===== config.mk =====
export PLATFORM = sky130hd
export DESIGN_NAME = seg_display_scheduler_flat
export DESIGN_NICKNAME = d
export VERILOG_FILES = /design/src/rtl/seg_sched_pkg.sv /design/src/rtl/seg_display_scheduler_if.sv /design/src/rtl/seg_next_digit.sv /design/src/rtl/seg_display_scheduler.sv /design/src/flat_wrapper.sv
export SDC_FILE = /design/constraint.sdc
export NUM_CORES = 1
export LEC_CHECK = 0
export BUFFER_PORTS_ARGS = -buffer_cell sky130_fd_sc_hd__buf_4
export CORE_MARGIN = 2
export CORE_UTILIZATION = 50
export CTS_CLUSTER_SIZE = 16
export DETAILED_ROUTE_END_ITERATION = 12
export PLACE_DENSITY = 0.74
export SLEW_MARGIN = 10
export SYNTH_ARGS = -nofsm -noshare
export SYNTH_HDL_FRONTEND = slang
export SYNTH_SLANG_ARGS = --single-unit
export TNS_END_PERCENT = 50

===== constraint.sdc =====
create_clock -name clk -period 2.4 [get_ports clk]
set_input_delay 0 -clock clk [delete_from_list [all_inputs] [get_ports clk]]
set_output_delay 0 -clock clk [all_outputs]
set_load 0.05 [all_outputs]

===== src/rtl/seg_sched_pkg.sv =====
// rtl/seg_sched_pkg.sv - shared types, sizing helpers and constants for the digit scheduler
package seg_sched_pkg;

  localparam int MAX_DIGITS = 8;
  localparam int IDX_W      = $clog2(MAX_DIGITS);

  typedef enum logic {
    BLANK = 1'b0,
    SHOW  = 1'b1
  } state_e;

  function automatic int cnt_width(input int dwell, input int blank);
    int m;
    m = (dwell > blank) ? dwell : blank;
    return $clog2(m + 1);
  endfunction

  function automatic logic [IDX_W-1:0] lowest_idx(input logic [MAX_DIGITS-1:0] mask);
    logic [IDX_W-1:0] idx;
    idx = '0;
    for (int i = MAX_DIGITS - 1; i >= 0; i--) begin
      if (mask[i]) idx = IDX_W'(i);
    end
    return idx;
  endfunction

endpackage


===== src/rtl/seg_display_scheduler_if.sv =====
// rtl/seg_display_scheduler_if.sv - valid/ready update port carrying digit values and enable mask
interface seg_display_scheduler_if #(
  parameter int NUM_DIGITS = 2
);
  logic                    updValid;
  logic                    updReady;
  logic [4*NUM_DIGITS-1:0] updData;
  logic [NUM_DIGITS-1:0]   updMask;

  modport master (output updValid, updData, updMask, input updReady);
  modport slave  (input updValid, updData, updMask, output updReady);
endinterface


===== src/rtl/seg_next_digit.sv =====
// rtl/seg_next_digit.sv - picks the next enabled digit above the current one, wrapping to the lowest
module seg_next_digit
  import seg_sched_pkg::*;
#(
  parameter int NUM_DIGITS = 2
) (
  input  logic [NUM_DIGITS-1:0] mask_i,
  input  logic [IDX_W-1:0]      cur_i,
  output logic [IDX_W-1:0]      next_o,
  output logic                  wrap_o,
  output logic                  none_o
);
  logic [IDX_W-1:0] above;
  logic [IDX_W-1:0] low;
  logic             found_above;
  logic             found_low;

  // Descending scan so the last hit in each category is the lowest index.
  always_comb begin
    above       = '0;
    low         = '0;
    found_above = 1'b0;
    found_low   = 1'b0;
    for (int i = NUM_DIGITS - 1; i >= 0; i--) begin
      if (mask_i[i]) begin
        low       = IDX_W'(i);
        found_low = 1'b1;
        if (i > int'(cur_i)) begin
          above       = IDX_W'(i);
          found_above = 1'b1;
        end
      end
    end
  end

  assign next_o = found_above ? above : low;
  assign wrap_o = ~found_above;
  assign none_o = ~found_low;

endmodule


===== src/rtl/seg_display_scheduler.sv =====
// rtl/seg_display_scheduler.sv - blanked, frame-synchronous multiplexer sharing one seven-segment decoder
module seg_display_scheduler
  import seg_sched_pkg::*;
#(
  parameter int                    NUM_DIGITS   = 2,
  parameter int                    DWELL_CYCLES = 100000,
  parameter int                    BLANK_CYCLES = 2000,
  parameter logic [NUM_DIGITS-1:0] INIT_MASK    = '1
) (
  input  logic                   clk,
  input  logic                   nreset,
  seg_display_scheduler_if.slave upd,
  output logic [3:0]             hexOut,
  output logic [NUM_DIGITS-1:0]  segEn,
  output logic                   frameDone
);
  localparam int              CNT_W      = cnt_width(DWELL_CYCLES, BLANK_CYCLES);
  localparam logic [CNT_W-1:0] DWELL_LAST = CNT_W'(DWELL_CYCLES - 1);
  localparam logic [CNT_W-1:0] BLANK_LAST = CNT_W'(BLANK_CYCLES - 1);

  state_e                  state_q, state_d;
  logic [CNT_W-1:0]        cnt_q, cnt_d;
  logic [IDX_W-1:0]        idx_q, idx_d;
  logic [4*NUM_DIGITS-1:0] act_val_q, act_val_d, pend_val_q, pend_val_d;
  logic [NUM_DIGITS-1:0]   act_mask_q, act_mask_d, pend_mask_q, pend_mask_d;
  logic                    pend_q, pend_d;
  logic                    frame_q, frame_d;

  logic [IDX_W-1:0] nxt_idx;
  logic             nxt_wrap;
  logic             act_none;
  logic             cnt_last;
  logic             boundary;
  logic             fire;

  seg_next_digit #(.NUM_DIGITS(NUM_DIGITS)) u_next (
    .mask_i (act_mask_q),
    .cur_i  (idx_q),
    .next_o (nxt_idx),
    .wrap_o (nxt_wrap),
    .none_o (act_none)
  );

  assign fire         = upd.updValid & ~pend_q;
  assign upd.updReady = ~pend_q;
  assign cnt_last     = (state_q == SHOW) ? (cnt_q == DWELL_LAST) : (cnt_q == BLANK_LAST);
  // An empty mask never leaves BLANK, so each blank expiry doubles as a frame boundary.
  assign boundary     = cnt_last & ((state_q == SHOW) ? nxt_wrap : act_none);

  always_ff @(posedge clk) begin
    if (!nreset) begin
      state_q     <= BLANK;
      cnt_q       <= '0;
      idx_q       <= '0;
      act_val_q   <= '0;
      act_mask_q  <= INIT_MASK;
      pend_val_q  <= '0;
      pend_mask_q <= '0;
      pend_q      <= 1'b0;
      frame_q     <= 1'b0;
    end else begin
      state_q     <= state_d;
      cnt_q       <= cnt_d;
      idx_q       <= idx_d;
      act_val_q   <= act_val_d;
      act_mask_q  <= act_mask_d;
      pend_val_q  <= pend_val_d;
      pend_mask_q <= pend_mask_d;
      pend_q      <= pend_d;
      frame_q     <= frame_d;
    end
  end

  always_comb begin
    state_d     = state_q;
    cnt_d       = cnt_q + CNT_W'(1);
    idx_d       = idx_q;
    act_val_d   = act_val_q;
    act_mask_d  = act_mask_q;
    pend_val_d  = pend_val_q;
    pend_mask_d = pend_mask_q;
    pend_d      = pend_q;
    frame_d     = boundary;
    if (cnt_last) begin
      cnt_d = '0;
      if (state_q == SHOW) begin
        state_d = BLANK;
        idx_d   = nxt_idx;
      end else if (!act_none) begin
        state_d = SHOW;
      end
      // Pending values swap in only here, so the new frame starts from the new mask's lowest digit.
      if (boundary && pend_q) begin
        act_val_d  = pend_val_q;
        act_mask_d = pend_mask_q;
        idx_d      = lowest_idx(MAX_DIGITS'(pend_mask_q));
        pend_d     = 1'b0;
      end
    end
    if (fire) begin
      pend_val_d  = upd.updData;
      pend_mask_d = upd.updMask;
      pend_d      = 1'b1;
    end
  end

  always_comb begin
    hexOut = '0;
    segEn  = '0;
    for (int i = 0; i < NUM_DIGITS; i++) begin
      if (int'(idx_q) == i) begin
        hexOut   = act_val_q[4*i +: 4];
        segEn[i] = (state_q == SHOW);
      end
    end
  end

  assign frameDone = frame_q;

endmodule


===== src/flat_wrapper.sv =====
// flat-port wrapper written by rule: the top's interface ports become plain ports
module seg_display_scheduler_flat import seg_sched_pkg::*;
#(
  parameter int                    NUM_DIGITS   = 2,
  parameter int                    DWELL_CYCLES = 100000,
  parameter int                    BLANK_CYCLES = 2000,
  parameter logic [NUM_DIGITS-1:0] INIT_MASK    = '1
)
  (clk, nreset, hexOut, segEn, frameDone, upd_updValid, upd_updData, upd_updMask, upd_updReady);
  seg_display_scheduler_if #(.NUM_DIGITS(NUM_DIGITS)) upd_i ();
  input  logic clk;
  input  logic nreset;
  output logic [3:0] hexOut;
  output logic [NUM_DIGITS-1:0] segEn;
  output logic frameDone;
  input wire logic [$bits(upd_i.updValid)-1:0] upd_updValid;
  input wire logic [$bits(upd_i.updData)-1:0] upd_updData;
  input wire logic [$bits(upd_i.updMask)-1:0] upd_updMask;
  output wire logic [$bits(upd_i.updReady)-1:0] upd_updReady;
  assign upd_i.updValid = upd_updValid;
  assign upd_i.updData = upd_updData;
  assign upd_i.updMask = upd_updMask;
  assign upd_updReady = upd_i.updReady;
  seg_display_scheduler #(.NUM_DIGITS(NUM_DIGITS), .DWELL_CYCLES(DWELL_CYCLES), .BLANK_CYCLES(BLANK_CYCLES), .INIT_MASK(INIT_MASK)) u_core (.clk(clk), .nreset(nreset), .upd(upd_i), .hexOut(hexOut), .segEn(segEn), .frameDone(frameDone));
endmodule

==> results.sh <==
export IMPL_floorplan_die_area_mm2=0.00404
export IMPL_met3_usage=0.0446
export IMPL_run_status="completed"
export IMPL_synth_to_final_area_change_pct=21.0
export IMPL_synth_top_cell_area_share=0.463
export IMPL_syn_mean_instance_area_um2=9.34
export IMPL_numCtsBuffers=5
export IMPL_end_kind="flip-flop"
export IMPL_global_route_usage_total=0.189
export IMPL_setup_violations_final=0
export IMPL_finalHoldViolations=0
export IMPL_postCtsSetupRepairBufs=0
export IMPL_std_cell_rows=21
export IMPL_maxSlewHeadroom=0.532
export IMPL_clock_tree_htree_level_count=2
export IMPL_yosys_mux_area_fraction=0.0818
export IMPL_grt_most_used_layer="met2"
export IMPL_post_route_drc_count=0
export IMPL_yosys_register_bits=41
export IMPL_clock_sinks=41
export IMPL_yosys_warnings=0
export IMPL_clock_path_buffers=2
export IMPL_grt_pass1_wl_um=6020
export IMPL_global_route_usage_met1=0.198
export IMPL_timing_reg2reg_worst_path_depth=5
export IMPL_initialDrtViolationCount=57
export IMPL_worstReg2RegStart="u_core.cnt_q[12]"
export IMPL_critical_path_slowest_cell="sky130_fd_sc_hd__or4b_4"
export IMPL_clock_fmax_mhz=491
export IMPL_main_combinational_cell_family_by_area_after_synthesis="simple AND/OR/NAND/NOR gates"
export IMPL_core_region_area_mm2=0.00336
export IMPL_setup_tns_ns=0
export IMPL_launching_element_type_of_the_critical_path="flip-flop"
export IMPL_floorplan_io_pins=21
export IMPL_initial_core_util=0.528
export IMPL_worst_skew_pair_late_latency_ns=0.35
export IMPL_clock_input_transition_at_the_sequential_cells_of_the_worst_setup_and_hold_paths_ns=0.12
export IMPL_path_cells="or4b_4, nor3_4, o2111ai_4, mux2i_1, nor2b_1"
export IMPL_synth_top_area_cell="sky130_fd_sc_hd__dfxtp_1"
export IMPL_cts_root_buf="sky130_fd_sc_hd__clkbuf_4"
export IMPL_cpPeakStageDelay_ns=0.57
export IMPL_critical_path_top_delay_family="simple AND/OR/NAND/NOR gates"
export IMPL_die_height_um=63.6
export IMPL_timing_hold_worst_class="in2reg"
export IMPL_share_of_synthesized_cell_area_in_and_or_nand_and_nor_gates=0.259
export IMPL_dominantRegCellSynth="sky130_fd_sc_hd__dfxtp_1"
export IMPL_synth_cell_area_mm2=0.00177
export IMPL_seq_area_frac_synth=0.463
export IMPL_worst_hold_depth=3
export IMPL_setup_slack_ns=0.363
export IMPL_area_taken_by_flip_flops_and_latches_um2=821
export IMPL_dpl_cell_count=250
export IMPL_detailedRoute_firstPassIterationCount=4
export IMPL_synth_top_cells_by_count="sky130_fd_sc_hd__dfxtp_1, sky130_fd_sc_hd__nand2_1, sky130_fd_sc_hd__nor2_1"
export IMPL_vias=1366
export IMPL_min_hold_slack_ns=0.432
export IMPL_synth_enable_flop_cells=0
export IMPL_multi_input_comb_area_um2=907
export IMPL_wl_per_cell_um=12.1
export IMPL_synth_compound_area_frac=0.0896
export IMPL_synth_net_count=204
export IMPL_cp_max_fo=13
export IMPL_cap_violations=0
export IMPL_gp_routability_congestion=0.849
export IMPL_layout_worst_path_cycle_share=0.849
export IMPL_report_final_slew_viol_count=0
export IMPL_worstMarginPinSlew_ns=0.700
export IMPL_hpwl_um=2280
export IMPL_chipWidth_um=63.6
export IMPL_port_buffers=20
export IMPL_via_count_of_the_first_global_routing_pass=1494
export IMPL_grt_overflow=0
export IMPL_worst_ir_drop_on_vdd_uv=427
export IMPL_fin_worst_skew_ns=0.00581
export IMPL_timing_final_crit_period_ns=2.04
export IMPL_post_cts_resize_count=0
export IMPL_tritoncts="built"
export IMPL_layout_cells_sized_above_1=0.161
export IMPL_critPathKind="reg2reg"
export IMPL_finalNonFillerCells=269
export IMPL_min_delay_start="upd_updValid"
export IMPL_synthAdderAreaFrac=0.00705
export IMPL_synthXorXnorAreaFrac=0.0740
export IMPL_reg2reg_slack_ns=0.36
export IMPL_critical_path_buf_inv_count=0
export IMPL_layout_core_utilization=0.638
export IMPL_met2_resource_use_gr=0.354
export IMPL_r2r_end="u_core.act_val_q[5]"
export IMPL_worstPathRequired_ns=2.64
export IMPL_post_drt_via_cell_ratio=5.08
export IMPL_hold_end="u_core.pend_q"
export IMPL_postSynthCellCount=190
export IMPL_fillers=297
export IMPL_detail_route_antenna_nets=0
export IMPL_dp_slack_ns=0.345
export IMPL_layout_nets=237
export IMPL_synth_async_sr_flop_share=0
export IMPL_synth_top_cells_by_area="sky130_fd_sc_hd__dfxtp_1, sky130_fd_sc_hd__nand2_1, sky130_fd_sc_hd__mux2i_1, sky130_fd_sc_hd__nor2_1, sky130_fd_sc_hd__xor2_1"
export IMPL_setup_repair_after_global_routing_missed_its_margin="no"
export IMPL_grt_max_degree=28
export IMPL_synth_most_common_cell="sky130_fd_sc_hd__dfxtp_1"
export IMPL_power_density_cell_area_mw_per_mm2=564
export IMPL_worst_ep_arrival_time_ns=2.28
export IMPL_grt_antenna_before_repair=0
export IMPL_antenna_diode_count=0
export IMPL_netlist_cell_type_count=36
export IMPL_wirelength_um=3270
export IMPL_power_leakage_nw=0.892
==> per-stage QoR <==
stage	instance area (um^2)	power, mW
floorplan	1770	0.759
global placement	1950	0.782
detailed placement	1950	0.785
CTS	2150	1.22
global route	2150	1.27
finish	2150	1.21
==> routing by layer <==
layer	vias up	wire length [um]	part of all wire
li1	707	-	-
met1	630	1360	0.42
met2	20	1750	0.54
met3	9	87	0.027
met4	0	63	0.019
met5	-	0	0
==> registers in the layout, indices dropped and copies added (netlist names) <==
signal              flops
u_core.act_val_q        8
u_core.pend_mask_q      2
u_core.act_mask_q       2
u_core.state_q          1
u_core.pend_val_q       8
u_core.frameDone        1
u_core.idx_q            1
u_core.pend_q           1
u_core.cnt_q           17
==> cells by family after synthesis <==
kind of cell	after synthesis
DFF	41
xor gates and xnor gates	15
buffers and inverters	10
adders and majority gates	1
and+or+nand+nor	90
muxes	14
AOI/OAI and AO/OA	19
==> power by group <==
| part | switching, mW | leakage (nW) | internal (mW) |
|---|---|---|---|
| Sequential | 0.0106 | 0.333 | 0.695 |
| Clock | 0.214 | 0.0410 | 0.212 |
| Combinational | 0.0355 | 0.518 | 0.0429 |
| Total | 0.260 | 0.892 | 0.950 |
==> worst max path at each step <==
| stage | cells after the start | slack [ns] | to | from |
|---|---|---|---|---|
| CTS | 5 | 0.33 | u_core.act_val_q[5] | u_core.cnt_q[7] |
| detailed placement | 5 | 0.34 | u_core.cnt_q[3] | u_core.cnt_q[6] |
| finish | 5 | 0.36 | u_core.act_val_q[5] | u_core.cnt_q[12] |
| floorplan | 6 | 0.56 | u_core.act_mask_q[0] | u_core.cnt_q[12] |
| global route | 5 | 0.18 | u_core.cnt_q[13] | u_core.cnt_q[8] |
| global placement | 5 | 0.44 | u_core.act_mask_q[0] | u_core.cnt_q[5] |
==> worst reg2reg max path, delay by kind of cell (launching register included) <==
| kind | cells | cell delay [ns] |
|---|---|---|
| AO/OA/AOI/OAI | 1 | 0.35 |
| multiplexers | 1 | 0.26 |
| AND/OR/NAND/NOR | 3 | 0.95 |
| flip-flops | 1 | 0.38 |
==> cell type report <==
class,count,share of cell area
tap,46,0.0268
clock inverter,2,0.0163
inverter,3,0.00524
timing repair buffer,33,0.129
multi-input combinational,139,0.422
clock buffer,5,0.0175
sequential,41,0.382
==> layout by cell type (no fill, tap or decap), types with 8 or more instances in the layout <==
| cell | instances |
|---|---|
| sky130_fd_sc_hd__mux2i_1 | 10 |
| sky130_fd_sc_hd__dlygate4sd3_1 | 12 |
| sky130_fd_sc_hd__buf_4 | 21 |
| sky130_fd_sc_hd__dfxtp_1 | 41 |
| sky130_fd_sc_hd__nand3_1 | 8 |
| sky130_fd_sc_hd__nor2_1 | 19 |
| sky130_fd_sc_hd__xor2_1 | 8 |
| sky130_fd_sc_hd__nor2b_1 | 11 |
| sky130_fd_sc_hd__nand2_1 | 33 |
==> repair_timing <==
item,in CTS,in global routing
setup endpoints to repair,0,0
hold buffers,12,0
endpoints found under the hold margin,14,0
Power figures use the tool's default switching activity.
